==> src/rtl/pool_flatten.sv <==
// Drains pooled feature maps from the banked BUF2 and serializes them channel-major
// as a valid/ready word stream, buffering returned reads in a 2-entry output queue.
module pool_flatten #(
    parameter int N_BUF     = 8,
    parameter int LOG_N_BUF = 3,
    parameter int ADDR_RAM  = 12,
    parameter int DATA_W    = 16
) (
    input  logic                      clk,
    input  logic                      rst,
    input  logic                      start,
    input  logic [15:0]               channels,
    input  logic [15:0]               out_size,
    input  logic [ADDR_RAM-1:0]       base_addr,
    output logic [N_BUF-1:0]          rd_en,
    output logic [N_BUF*ADDR_RAM-1:0] rd_addr,
    input  logic [N_BUF*DATA_W-1:0]   rd_data,
    output logic                      out_valid,
    input  logic                      out_ready,
    output logic [DATA_W-1:0]         out_data,
    output logic                      out_last,
    output logic                      busy,
    output logic                      done
);

    typedef enum logic [1:0] {
        S_IDLE,
        S_RUN,
        S_FLUSH,
        S_DONE
    } state_t;

    state_t state_reg, state_next;

    logic [15:0]          idx_reg;
    logic [LOG_N_BUF-1:0] lane_reg;
    logic [15:0]          cb_reg;
    logic [ADDR_RAM-1:0]  blk_off_reg;

    logic                 inflight_reg;
    logic [LOG_N_BUF-1:0] lane_d_reg;
    logic                 last_d_reg;

    logic [1:0]           count_reg;
    logic [DATA_W-1:0]    q_data_reg [2];
    logic                 q_last_reg [2];

    logic                 pop;
    logic                 issue;
    logic                 idx_wrap;
    logic                 lane_wrap;
    logic                 is_last;
    logic [2:0]           occ_sum;
    logic [31:0]          c_cur;
    logic [31:0]          c_final;
    logic [ADDR_RAM-1:0]  addr_cur;
    logic [DATA_W-1:0]    bank_word [N_BUF];
    logic [DATA_W-1:0]    push_data;

    assign pop       = (count_reg != 2'd0) && out_ready;
    assign occ_sum   = {1'b0, count_reg} + {2'b00, inflight_reg};
    // Reserve a queue slot for every outstanding read so the queue can never overflow.
    assign issue     = (state_reg == S_RUN) && (occ_sum < (3'd2 + {2'b00, pop}));

    assign idx_wrap  = (idx_reg == (out_size - 16'd1));
    assign lane_wrap = (lane_reg == LOG_N_BUF'(N_BUF - 1));
    assign c_cur     = ({16'd0, cb_reg} << LOG_N_BUF) + {{(32-LOG_N_BUF){1'b0}}, lane_reg};
    assign c_final   = {16'd0, channels} - 32'd1;
    assign is_last   = idx_wrap && (c_cur == c_final);

    // Modular sum at ADDR_RAM bits equals the wide sum truncated to ADDR_RAM bits.
    assign addr_cur  = base_addr + blk_off_reg + ADDR_RAM'(idx_reg);

    for (genvar gi = 0; gi < N_BUF; gi++) begin : g_bank
        assign rd_en[gi]                          = issue && (lane_reg == LOG_N_BUF'(gi));
        assign rd_addr[gi*ADDR_RAM +: ADDR_RAM]   = rd_en[gi] ? addr_cur : '0;
        assign bank_word[gi]                      = rd_data[gi*DATA_W +: DATA_W];
    end

    assign push_data = bank_word[lane_d_reg];

    assign out_valid = (count_reg != 2'd0);
    assign out_data  = q_data_reg[0];
    assign out_last  = q_last_reg[0] && out_valid;
    assign busy      = (state_reg != S_IDLE);
    assign done      = (state_reg == S_DONE);

    always_comb begin
        state_next = state_reg;
        case (state_reg)
            S_IDLE: begin
                if (start) begin
                    if (channels == 16'd0 || out_size == 16'd0) state_next = S_DONE;
                    else                                        state_next = S_RUN;
                end
            end
            S_RUN: begin
                if (issue && is_last) state_next = S_FLUSH;
            end
            S_FLUSH: begin
                // Leave as the final word is accepted so done follows it directly.
                if (!inflight_reg && (count_reg == 2'd0 || (count_reg == 2'd1 && pop)))
                    state_next = S_DONE;
            end
            S_DONE:  state_next = S_IDLE;
            default: state_next = S_IDLE;
        endcase
    end

    always_ff @(posedge clk or negedge rst) begin
        if (!rst) begin
            state_reg     <= S_IDLE;
            idx_reg       <= '0;
            lane_reg      <= '0;
            cb_reg        <= '0;
            blk_off_reg   <= '0;
            inflight_reg  <= 1'b0;
            lane_d_reg    <= '0;
            last_d_reg    <= 1'b0;
            count_reg     <= 2'd0;
            q_data_reg[0] <= '0;
            q_data_reg[1] <= '0;
            q_last_reg[0] <= 1'b0;
            q_last_reg[1] <= 1'b0;
        end else begin
            state_reg <= state_next;

            if (state_reg == S_IDLE && start) begin
                idx_reg     <= '0;
                lane_reg    <= '0;
                cb_reg      <= '0;
                blk_off_reg <= '0;
            end else if (issue) begin
                if (idx_wrap) begin
                    idx_reg <= '0;
                    if (lane_wrap) begin
                        lane_reg    <= '0;
                        cb_reg      <= cb_reg + 16'd1;
                        blk_off_reg <= blk_off_reg + ADDR_RAM'(out_size);
                    end else begin
                        lane_reg <= lane_reg + LOG_N_BUF'(1);
                    end
                end else begin
                    idx_reg <= idx_reg + 16'd1;
                end
            end

            inflight_reg <= issue;
            last_d_reg   <= issue && is_last;
            if (issue) lane_d_reg <= lane_reg;

            // Entry 0 is the head; it only changes when the head is accepted or the queue is empty.
            case ({inflight_reg, pop})
                2'b10: begin
                    if (count_reg == 2'd0) begin
                        q_data_reg[0] <= push_data;
                        q_last_reg[0] <= last_d_reg;
                    end else begin
                        q_data_reg[1] <= push_data;
                        q_last_reg[1] <= last_d_reg;
                    end
                    count_reg <= count_reg + 2'd1;
                end
                2'b01: begin
                    q_data_reg[0] <= q_data_reg[1];
                    q_last_reg[0] <= q_last_reg[1];
                    count_reg     <= count_reg - 2'd1;
                end
                2'b11: begin
                    if (count_reg == 2'd1) begin
                        q_data_reg[0] <= push_data;
                        q_last_reg[0] <= last_d_reg;
                    end else begin
                        q_data_reg[0] <= q_data_reg[1];
                        q_last_reg[0] <= q_last_reg[1];
                        q_data_reg[1] <= push_data;
                        q_last_reg[1] <= last_d_reg;
                    end
                end
                default: ;
            endcase
        end
    end

endmodule
==> config.mk <==
export PLATFORM = sky130hd
export DESIGN_NAME = pool_flatten
export DESIGN_NICKNAME = d
export VERILOG_FILES = /design/src/rtl/pool_flatten.sv
export SDC_FILE = /design/constraint.sdc
export NUM_CORES = 1
export LEC_CHECK = 0
export ABC_CLOCK_PERIOD_IN_PS = 6000
export BUFFER_PORTS_ARGS = -buffer_cell sky130_fd_sc_hd__buf_2
export CELL_PAD_IN_SITES_DETAIL_PLACEMENT = 0
export CELL_PAD_IN_SITES_GLOBAL_PLACEMENT = 1
export CORE_UTILIZATION = 35
export DETAILED_ROUTE_END_ITERATION = 16
export PLACE_DENSITY = 0.87
export SLEW_MARGIN = 20
export SYNTH_ARGS = -nofsm -noshare
export SYNTH_HDL_FRONTEND = slang
export SYNTH_SLANG_ARGS = --single-unit
==> constraint.sdc <==
create_clock -name clk -period 6 [get_ports clk]
set_input_delay 0 -clock clk [delete_from_list [all_inputs] [get_ports clk]]
set_output_delay 0 -clock clk [all_outputs]
set_load 0.05 [all_outputs]
* Yosys cells after proc, flatten, opt, wreduce, memory -nomap -nowiden
Index checks and enable logic that the tools add are counted.
Word-level totals: flip-flop bits (word level) 90, input port bits 176, output and inout port bits 124, word-level logic and storage cells 132
Operators by class: add/sub/neg operators 13, $lt $le $gt $ge 2, equality and inequality tests 22, muxes and demuxes 44, bitwise operators 1, reductions and logical operators 37
Operators by type and width (count):
- two-way mux 16 bit | 13
- two-way mux 12 bit | 12
- binary-select mux 16 bit (select 3 bit) | 1
- case mux 16 bit (3 select lines) | 1
- adder 12 bit | 3
- adder 16 x 1 -> 16 bit, second input constant | 2
- equality test 20 x 32 -> 1 bit | 1
- logical NOT 16 bit | 2
- case mux 16 bit (2 select lines) | 1
- adder 19 x 3 -> 20 bit | 1
- subtractor 16 x 1 -> 17 bit, second input constant | 1
- equality test 16 bit | 1
- logical AND 1 bit | 16
- subtractor 16 x 1 -> 16 bit, second input constant | 1
- nonzero test 2 bit | 7
- equality test 3 bit, second input constant | 4
- two-way mux 3 bit | 4
- inequality test 2 bit, second input constant | 5
- AND reduction 3 bit | 3
- equality test 2 bit, second input constant | 4
- two-way mux 2 bit | 4
- case mux 2 bit (4 select lines) | 1
- equality test 2 x 1 -> 1 bit, second input constant | 3
- equality test 3 x 2 -> 1 bit, second input constant | 2
- 20 further kinds | 26

* Depth between registers and ports, before layout
Gate-level depths: netlist of the first run.
word-level depth 8, depth in mapped cells 14, mapped depth without buffers 14

* Worst setup path before layout of the first run
Ideal clock, no wire load.
kind register to output, start reg idx_reg[1], end out rd_addr[11], arrival 3.216 ns, required time 6.000 ns, path slack 2.784 ns, stages on the path, launching flop included 13, buffers on the path 0, cells stage by stage dfrtp_1 -> fa_1 -> ha_1 -> inv_1 -> fa_1 -> inv_1 -> a21oi_1 -> o21ai_0 -> a21o_1 -> a21o_1 -> a311o_1 -> o211ai_1 -> nor2_1
Between the ends: word-level cells in the longest chain between the ends 2
Ends and longest elaborated chain:
- start, declared | RTL line 35 | logic [15:0] idx_reg;
- start signal, assigned | RTL line 144 | idx_reg <= idx_reg + 16'd1;
- adder 12 bit | RTL line 72 | assign addr_cur = base_addr + blk_off_reg + ADDR_RAM'(idx_reg);
- two-way mux 12 bit | RTL line 76 | assign rd_addr[gi*ADDR_RAM +: ADDR_RAM] = rd_en[gi] ? addr_cur : '0;
- end, declared | RTL line 16 | output logic [N_BUF*ADDR_RAM-1:0] rd_addr,
No other way between the ends.

* Worst setup path in the final report of the first run
start reg idx_reg[1], end out rd_addr[59]
Same word-level chain as after synthesis.

==> results of run 1 <==
==> Yosys cell counts (4+ instances only) <==
| cell type | n |
|---|---|
| clkbuf_1 | 40 |
| ha_1 | 45 |
| o31ai_1 | 6 |
| nand3_1 | 24 |
| xnor2_1 | 32 |
| mux2i_1 | 19 |
| buf_1 | 7 |
| or3_1 | 8 |
| nor2_1 | 174 |
| mux4_2 | 32 |
| nor4_1 | 8 |
| nand2b_1 | 8 |
| nand4b_1 | 4 |
| nand2_1 | 94 |
| dfrtp_1 | 90 |
| fa_1 | 13 |
| buf_4 | 16 |
| and3_1 | 12 |
| or2_2 | 4 |
| o21a_1 | 4 |
| xor2_1 | 34 |
| a211oi_1 | 6 |
| o211ai_1 | 13 |
| inv_1 | 45 |
| o21ai_0 | 39 |
| or4_1 | 14 |
| nand4_1 | 18 |
| a21oi_1 | 75 |
| a21o_1 | 5 |
| nor3_1 | 20 |
==> area by class of cell <==
type	count	area, um2
clock inverters	7	67.6
repair buffers	307	1560
inverters	46	173
fillers	2358	12700
clock buffers	9	225
well taps	313	392
flip-flops and latches	90	2250
multi-input cells	780	5540
==> per-stage QoR <==
stage,hold WS (ns),utilization [%],cells
floorplan,-0.296,-,982
global placement,-0.0409,43.2,1535
detailed placement,-0.0345,43.2,1535
CTS,0.168,44.5,1552
global route,0.184,44.6,1552
finish,0.148,44.6,1552
==> cells by family (layout without fill, tap and decap cells) <==
logic type               count (synthesis)  count (layout)  share of synthesized area [%]
AO/OA/AOI/OAI                          184             184                           14.0
XOR/XNOR                                67              67                           7.18
adder cells (fa/ha/maj)                 58              58                           9.95
buffers and inverters                  112             369                           6.00
flip-flops                              90              90                           27.2
multiplexers                            54              54                           11.4
AND/OR/NAND/NOR                        417             417                           24.3
==> worst reg2reg max path: stages (launching register included) <==
cell	delay, ns
dfrtp_1	0.41
inv_1	0.06
ha_1	0.25
inv_1	0.09
nand2_1	0.07
inv_1	0.14
nand2b_1	0.07
a211o_1	0.47
inv_2	0.23
nand2_1	0.37
nor2_1	0.86
a21oi_1	0.15
a31o_2	0.24
==> routing by layer <==
layer / up-vias / wire length, um
met4: 0 / 262
met5: - / 0
met1: 4025 / 12600
met2: 289 / 12800
li1: 3981 / -
met3: 18 / 2060
==> worst min-delay path by stage <==
stage                                 to  depth (start not counted)  start
after detailed placement   q_data_reg[1]                          1    rst
after CTS                   state_reg[0]                          4  start
after global routing       q_data_reg[3]                          2    rst
after global placement       out_data[1]                          1    rst
after floorplan           blk_off_reg[0]                          0    rst
final                      q_data_reg[3]                          2    rst
==> power by group through the flow <==
stage	combinational, W	clock, W	sequential (W)
3_5_place_dp	0.00185	0	0.000915
2_1_floorplan	0.00148	0	0.000847
5_1_grt	0.00202	0.000613	0.000928
6_report	0.00185	0.000573	0.000903
3_3_place_gp	0.00182	0	0.000907
4_1_cts	0.00186	0.000579	0.000903
==> reports/results.txt, run 1 <==
Ys async rst share -> 100%
Hpwl dp -> 22100 um
Clock network power share -> 17.2%
Post-CTS Hold Buffers -> 1
Crit. End Element -> output pin
Top Usage Layer GRT -> met2
Synth Register Bits -> 90
Post-route ant nets -> 0
Synthesized area per cell -> 8.43 um2
Yosys top cell area share -> 27.2%
M3 GR Usage -> 5.39%
Arrival time at the worst endpoint -> 3.92 ns
Boundary Pins -> 300
Final setup margin -> 2.08 ns
First-pass GRT wire length -> 42200 um
Final hold viol count -> 0
Final critical-path share of the clock period -> 65.3%
EDFF count, synth -> 0
Crit-path cells -> fa_1 -> ha_1 -> inv_1 -> fa_1 -> inv_1 -> a21oi_1 -> o21ai_0 -> a21o_1 -> a21o_1 -> a31oi_1 -> o211ai_1 -> nor2_1 -> buf_2
Crit path max-delay family -> compound AO/OA/AOI/OAI gates
Worst Tran Pin Value -> 1.00 ns
Sequential power share -> 27.2%
Ys Warns -> 0
Sw frac -> 49.1%
M2 GR Usage -> 34.0%
Clk Latency, worst-skew pair -> 0.35 ns
PortBufs -> 299
Met1 GRT Util -> 32.4%
Crit path capture -> rd_addr[59]
Area growth, synth to finish -> 23.4%
Worst reg2reg setup slack -> 2.48 ns
VDD IR max -> 0.000182 V
Detailed-router iteration count before antenna repair -> 5
Detailed-route via count -> 8313
Min-delay worst type -> input port to async pin
Max Clock Freq -> 255 MHz
Unrepaired setup endpoints after global routing -> false
Reg2reg end -> cb_reg[2]
Most common cell after layout, fill and taps aside -> buf_2
DR iter-0 viols -> 622
Pins Over Slew Limit -> 0
Root Driver -> clkbuf_16
Status -> finished clean
Final Skew -> 0.00951 ns
Number of max-cap violations -> 0
Pwr Total -> 0.00332 W
Post-CTS Resized -> 0
Synth cell types -> 76
Post-Route WL -> 27700 um
CTS tree -> done
Slowest cell on crit path -> o211ai_1
Register area share after synthesis -> 27.2%
Gr usage total -> 22.4%
CP Buf/Inv Count -> 3
H-tree depth -> 3
Routed vias/inst -> 5.36
Cells on worst reg2reg path -> 12
Die X -> 156 um
Setup bufs post-CTS -> 0
Total CTS buffers -> 9
Post-synthesis net count -> 1216
Clock transition at path regs -> 0.08 ns
Synth top area cells -> dfrtp_1, mux4_2, nor2_1, ha_1, a21oi_1
Mapped Cells -> 982
Worst path depth -> 13
DRC Markers -> 0
Place WS -> 2.47 ns
Core ar. -> 22900 um2
CP max stage delay -> 0.79 ns
Number of global-route vias before repair -> 7446
Cell Area, Placed -> 9900 um2
P_int -> 0.00169 W
Power per cell area -> 325 nW/um2
WS Path Type -> flop to output pin
Crit path time final -> 3.92 ns
Startpoint Class -> flop
Most frequent cells in the layout -> buf_2, nor2_1, nand2_1, dfrtp_1, a21oi_1
Finished Cell Area -> 10200 um2
# setup viols final -> 0
Fin Setup TNS -> 0 ns
Main synth FF type -> dfrtp_1
Mapped cell area -> 8280 um2
Leak -> 4.95 nW
Critical path fanouts, max -> 8
Fraction of layout cells with a size suffix above 1 -> 31.0%
Fin nets -> 1468
GPL Wtd Cong -> 0.871
WL/cell -> 17.9 um
CTS Sinks -> 90
Maximum number of pins on one net before global-route repair -> 60
Critical path launch point -> idx_reg[1]
Comb pwr share -> 55.6%
Gr ovfl total -> 0
Cell Rows -> 55
Initial antenna violation count -> 0
Relative slew slack -> 33.1%
Switch Pwr -> 0.00163 W
Die Area -> 24300 um2
Antenna diodes -> 0
Worst EP required -> 6.00 ns
Max clock buf depth -> 2
Initial Util -> 36.1%
Die span in y -> 156 um
Largest area contributor in the synthesized netlist -> dfrtp_1
Reg-to-reg startpoint -> count_reg[0]
Note: power is estimated with default switching activity, not from simulation.
==> run 2: changes to the inputs <==
--- a/config.mk
+++ b/config.mk
@@ -5,13 +5,13 @@
 export SDC_FILE = /design/constraint.sdc
 export NUM_CORES = 1
 export LEC_CHECK = 0
-export ABC_CLOCK_PERIOD_IN_PS = 6000
+export ABC_CLOCK_PERIOD_IN_PS = 3300
 export BUFFER_PORTS_ARGS = -buffer_cell sky130_fd_sc_hd__buf_2
 export CELL_PAD_IN_SITES_DETAIL_PLACEMENT = 0
 export CELL_PAD_IN_SITES_GLOBAL_PLACEMENT = 1
-export CORE_UTILIZATION = 35
+export CORE_UTILIZATION = 33
 export DETAILED_ROUTE_END_ITERATION = 16
-export PLACE_DENSITY = 0.87
+export PLACE_DENSITY = 0.86
 export SLEW_MARGIN = 20
 export SYNTH_ARGS = -nofsm -noshare
 export SYNTH_HDL_FRONTEND = slang
==> constraint.sdc (replaced) <==
create_clock -name clk -period 3.3 [get_ports clk]
set_input_delay 0 -clock clk [delete_from_list [all_inputs] [get_ports clk]]
set_output_delay 0 -clock clk [all_outputs]
set_load 0.05 [all_outputs]
==> run 2 against run 1 <==
Against the previous run:
- the run now ends with setup timing left
- die area increased by 6.0%
- sequential share of layout area decreased by 1.4 points
- routed wire length rose by 4.8%
- worst setup slack got worse by 2.1 ns
- hold slack lost 0.015 ns
- combinational power is 98% higher
- utilization about the same
- flip-flop and latch count stayed put
- non-clock buffer count up 41
- critical path depth increased by 2
==> reports/results.txt, run 2 (synthesis gave the netlist of run 1 again) <==
Status -> finished with violations
Failing checks -> setup timing
Routed vias/inst -> 5.38
CP Buf/Inv Count -> 5
Fin nets -> 1509
Comb pwr share -> 57.9%
VDD IR max -> 0.000363 V
Pins Over Slew Limit -> 0
Die span in y -> 160 um
Initial Util -> 33.8%
Max clock buf depth -> 2
Sw frac -> 49.0%
H-tree depth -> 3
Worst EP required -> 3.30 ns
DRC Markers -> 0
Startpoint Class -> flop
Most common cell after layout, fill and taps aside -> buf_2
FILL cells -> 2410
Clk Latency, worst-skew pair -> 0.36 ns
Area growth, synth to finish -> 31.8%
Arrival time at the worst endpoint -> 3.30 ns
Leak -> 5.21 nW
Crit-path cells -> fa_1 -> ha_2 -> inv_2 -> fa_2 -> inv_2 -> a21oi_2 -> o21ai_2 -> a21o_1 -> a21o_4 -> a31oi_4 -> buf_12 -> xor2_4 -> buf_6 -> nor2_1 -> buf_6
P_int -> 0.00323 W
WL/cell -> 18.1 um
Die Area -> 25700 um2
CTS tree -> done
Crit path max-delay family -> adder cells
Sequential power share -> 25.3%
Final hold viol count -> 0
Final Skew -> 0.0211 ns
Post-Route WL -> 29100 um
Power per cell area -> 581 nW/um2
Detailed-route via count -> 8636
Boundary Pins -> 300
Worst Tran Pin Value -> 1.01 ns
Initial antenna violation count -> 0
Gr usage total -> 21.7%
Number of max-cap violations -> 0
PortBufs -> 299
Relative slew slack -> 32.6%
Slowest cell on crit path -> fa_1
Number of global-route vias before repair -> 7999
Final setup margin -> -0.00229 ns
DR iter-0 viols -> 594
Worst reg2reg setup slack -> 0.35 ns
Critical path fanouts, max -> 4
Maximum number of pins on one net before global-route repair -> 37
Fraction of layout cells with a size suffix above 1 -> 36.1%
Clock network power share -> 16.8%
Switch Pwr -> 0.00310 W
Clock transition at path regs -> 0.08 ns
Worst hold margin -> 0.133 ns
Cell Rows -> 57
Fin Setup TNS -> -0.00229 ns
CP max stage delay -> 0.51 ns
Core ar. -> 24500 um2
Min-delay worst type -> input port to flop
Post-route ant nets -> 0
Final critical-path share of the clock period -> 100%
WS Path Type -> flop to output pin
Die X -> 160 um
Crit. End Element -> output pin
First-pass GRT wire length -> 44100 um
Place WS -> 0.0484 ns
Unrepaired setup endpoints after global routing -> true
Detailed-router iteration count before antenna repair -> 6
GPL Wtd Cong -> 0.860
Crit path time final -> 3.30 ns
Most frequent cells in the layout -> buf_2, nor2_1, nand2_1, dfrtp_1, a21oi_1
CTS Sinks -> 90
Total CTS buffers -> 9
Util after Layout -> 44.6%
Root Driver -> clkbuf_16
Max Clock Freq -> 303 MHz
Antenna diodes -> 0
# setup viols final -> 1
Hpwl dp -> 22400 um
Gr ovfl total -> 0
run 2: changes by cell type in the layout (fill, tap and decap cells not counted), sizes merged:
cell      before  now
buf          306  346
clkbuf         9   10
clkinv         2    5
clkinvlp       1    0
inv           50   48
run 2: timing repair:
action                     in CTS  in global routing
hold endpoints to repair       34                  0
hold buffers                    1                  0
pin swaps                       5                 11
gates resized for setup        45                 60
buffers inserted                5                  8
setup endpoints to repair      40                 73
run 2: worst paths after layout:
check	start	end	cells past startpoint
max	idx_reg[1]	rd_addr[21]	15
min	out_size[11]	blk_off_reg[11]	4
max reg2reg	idx_reg[10]	blk_off_reg[11]	9
min reg2reg	out_data[3]	out_data[3]	2
max in group asynchronous	rst	q_data_reg[10]	3
min in group asynchronous	rst	count_reg[0]	2
run 2: layout make-up:
class | instances | area, um2 | share of cell area (%)
repair buffers | 348 | 2020 | 18.5
inverters | 46 | 173 | 1.58
clock buffers | 9 | 225 | 2.06
clock inverters | 7 | 81.3 | 0.745
well taps | 324 | 405 | 3.72
flip-flops and latches | 90 | 2260 | 20.7
multi-input cells | 780 | 5750 | 52.7
run 2: routing by layer:
layer,vias up,wire [um],global-route usage (%)
li1,4070,-,-
met1,4187,12900,30.7
met2,352,13700,33.8
met3,27,2040,4.24
met4,0,416,5.50
met5,-,0,0
run 2: power groups by stage:
stage               Sequential (W)  Combinational (W)  Clock (W)
detailed placement         0.00162            0.00350          0
finish                     0.00160            0.00367    0.00106
floorplan                  0.00154            0.00268          0
global route               0.00164            0.00399    0.00113
CTS                        0.00160            0.00357    0.00109
global placement           0.00161            0.00346          0
run 2: per-stage QoR:
| stage | total power [W] | cell area, um2 | cells |
|---|---|---|---|
| after floorplan | 0.00422 | 8280 | 982 |
| after global placement | 0.00507 | 10100 | 1574 |
| after detailed placement | 0.00512 | 10100 | 1574 |
| after CTS | 0.00626 | 10600 | 1596 |
| after global routing | 0.00676 | 10900 | 1604 |
| final | 0.00634 | 10900 | 1604 |
run 2: tightest hold or removal path, delay by kind of cell:
kind / cells / cell delay (ns)
AOI/OAI and AO/OA: 2 / 0.20
buffers and inverters: 1 / 0.16
xor gates and xnor gates: 1 / 0.09
==> run 3: changes to the inputs <==
--- a/config.mk
+++ b/config.mk
@@ -6,12 +6,12 @@
 export NUM_CORES = 1
 export LEC_CHECK = 0
 export ABC_CLOCK_PERIOD_IN_PS = 3300
-export BUFFER_PORTS_ARGS = -buffer_cell sky130_fd_sc_hd__buf_2
 export CELL_PAD_IN_SITES_DETAIL_PLACEMENT = 0
 export CELL_PAD_IN_SITES_GLOBAL_PLACEMENT = 1
-export CORE_UTILIZATION = 33
+export CORE_UTILIZATION = 35
 export DETAILED_ROUTE_END_ITERATION = 16
-export PLACE_DENSITY = 0.86
+export DONT_BUFFER_PORTS = 1
+export PLACE_DENSITY = 0.74
 export SLEW_MARGIN = 20
 export SYNTH_ARGS = -nofsm -noshare
 export SYNTH_HDL_FRONTEND = slang
==> run 3 against run 2 <==
Against the previous run:
- the flow still finishes with violations (setup timing)
- worst setup slack got worse by 0.059 ns
- die area is 5.6% lower
- power decreased by 3.9%
- sequential power is 24% higher
- critical path depth unchanged
- hold slack worse by 0.11 ns
- cell count down 13%
- register-to-register slack is essentially flat
- clock skew is 0.011 ns lower
- routed wire length decreased by 6.8%
- flip-flop and latch count unchanged
- critical path type unchanged
==> reports/results.txt, run 3 (synthesis gave the netlist of run 1 again) <==
Cells on worst reg2reg path -> 8
Power per cell area -> 609 nW/um2
Gr usage total -> 21.7%
Crit. End Element -> output pin
Pwr Total -> 0.00609 W
P_int -> 0.00316 W
Arrival time at the worst endpoint -> 3.36 ns
Core ar. -> 22900 um2
Area growth, synth to finish -> 20.9%
PortBufs -> 0
Number of max-cap violations -> 0
DR WL met3 -> 1870 um
Boundary Pins -> 300
Startpoint Class -> flop
Cell Rows -> 55
Maximum number of pins on one net before global-route repair -> 91
FILL cells -> 2217
GPL Wtd Cong -> 0.902
Detailed-router iteration count before antenna repair -> 5
# setup viols final -> 8
Cell Area, Placed -> 9330 um2
Crit path max-delay family -> adder cells
Die X -> 156 um
Post-Route WL -> 27100 um
Pins Over Slew Limit -> 0
Routed vias/inst -> 5.49
Number of global-route vias before repair -> 6915
Gr ovfl total -> 0
Crit-path cells -> fa_1 -> ha_2 -> inv_2 -> fa_2 -> inv_2 -> a21oi_2 -> o21ai_1 -> a21o_1 -> a21o_1 -> a311o_1 -> o211ai_1 -> buf_4 -> buf_8 -> nor2_4 -> buf_8
Switch Pwr -> 0.00293 W
WS Path Type -> flop to output pin
Detailed-route via count -> 7630
Die span in y -> 156 um
Reg2reg end -> cb_reg[11]
Die Area -> 24300 um2
Fraction of layout cells with a size suffix above 1 -> 22.0%
Max Clock Freq -> 298 MHz
Slowest cell on crit path -> fa_1
Sw frac -> 48.1%
DRC Markers -> 0
Leak -> 4.37 nW
Unrepaired setup endpoints after global routing -> true
Fin Setup TNS -> -0.290 ns
Critical path launch point -> idx_reg[1]
Hpwl dp -> 21200 um
Worst reg2reg setup slack -> 0.36 ns
Worst hold margin -> 0.0179 ns
Crit path capture -> rd_addr[11]
CP max stage delay -> 0.51 ns
Routed wl met2 -> 12400 um
Total CTS buffers -> 9
VDD IR max -> 0.000322 V
Crit path time final -> 3.36 ns
Clock transition at path regs -> 0.08 ns
CTS tree -> done
Critical path fanouts, max -> 5
Max clock buf depth -> 2
Uppermost layer routed -> met5
CTS Sinks -> 90
Post-route ant nets -> 0
Failing checks -> setup timing
Comb pwr share -> 48.9%
Final Skew -> 0.0103 ns
Relative slew slack -> 35.6%
Worst EP required -> 3.30 ns
DR iter-0 viols -> 547
Reg-to-reg startpoint -> idx_reg[5]
Most frequent cells in the layout -> nor2_1, buf_4, nand2_1, dfrtp_1, a21oi_1
Routed length on met1 -> 12400 um
Finished Cell Area -> 10000 um2
Clock network power share -> 18.5%
Final hold viol count -> 0
CP Buf/Inv Count -> 5
Status -> finished with violations
Final setup margin -> -0.0610 ns
Most common cell after layout, fill and taps aside -> nor2_1
Initial antenna violation count -> 2
Worst path depth -> 15
H-tree depth -> 3
Clk Latency, worst-skew pair -> 0.35 ns
Final critical-path share of the clock period -> 102%
Sequential power share -> 32.6%
Root Driver -> clkbuf_16
First-pass GRT wire length -> 40400 um
WL/cell -> 19.5 um
Fin nets -> 1304
Min-delay worst type -> input port to flop
Initial Util -> 36.1%
Worst Tran Pin Value -> 0.964 ns
run 3: cell types whose count changed in the layout (fill, tap and decap cells not counted), sizes merged:
cell | previous run | this run
clkbuf | 10 | 9
inv | 48 | 49
diode | 0 | 1
clkinv | 5 | 3
bufinv | 0 | 1
dlygate4sd3 | 1 | 5
buf | 346 | 138
run 3: worst min-delay path by stage:
stage                            start               to  slack (ns)  depth (start not counted)
after global routing             start       idx_reg[1]        0.06                          4
after floorplan                    rst   blk_off_reg[0]       -0.30                          0
after CTS                 out_size[10]  blk_off_reg[10]       0.005                          4
after global placement             rst  blk_off_reg[11]       -0.29                          0
final                     out_size[10]  blk_off_reg[10]        0.02                          4
after detailed placement           rst  blk_off_reg[11]       -0.29                          0
run 3: repair_timing:
| item | CTS | global route |
|---|---|---|
| resized for setup | 38 | 20 |
| endpoints found under the hold margin | 94 | 0 |
| buffers inserted | 7 | 0 |
| setup endpoints to repair | 40 | 44 |
| pin swaps | 8 | 3 |
| hold buffers | 6 | 0 |
run 3: through the flow:
stage | setup WS (ns) | instances | utilization, %
floorplan | 0.0844 | 982 | -
global placement | 0.0975 | 1359 | 40.7
detailed placement | 0.0278 | 1359 | 40.7
CTS | -0.0386 | 1388 | 43.3
global route | -0.165 | 1388 | 43.7
finish | -0.0610 | 1389 | 43.7
run 3: layer usage:
layer  track usage, %  vias up
met2             33.1      266
met3             4.97       24
li1                 -     3653
met5                0        -
met4             5.09        2
met1             30.9     3685
run 3: tightest hold or removal path: cells and delay by family:
kind                     cells  cell delay (ns)
adder cells (fa/ha/maj)      1             0.14
XOR/XNOR                     1             0.07
AND/OR/NAND/NOR              1             0.06
AO/OA/AOI/OAI                1             0.06
run 3: layout make-up:
cell class                      instances  area [um2]  area share [%]
Multi-Input combinational cell        780        5670            56.6
Sequential cell                        90        2260            22.6
Timing Repair Buffer                  143        1190            11.9
Tap cell                              313         392            3.91
Clock buffer                            9         225            2.25
Inverter                               46         173            1.73
Clock inverter                          7        97.6           0.975
Antenna cell                            1        2.50          0.0250
run 3: power by group through the flow:
stage	Clock (W)	Combinational, W	Sequential [W]
floorplan	0	0.00268	0.00154
global placement	0	0.00283	0.00201
detailed placement	0	0.00286	0.00202
CTS	0.00116	0.00297	0.00199
global route	0.00120	0.00327	0.00203
finish	0.00113	0.00298	0.00199
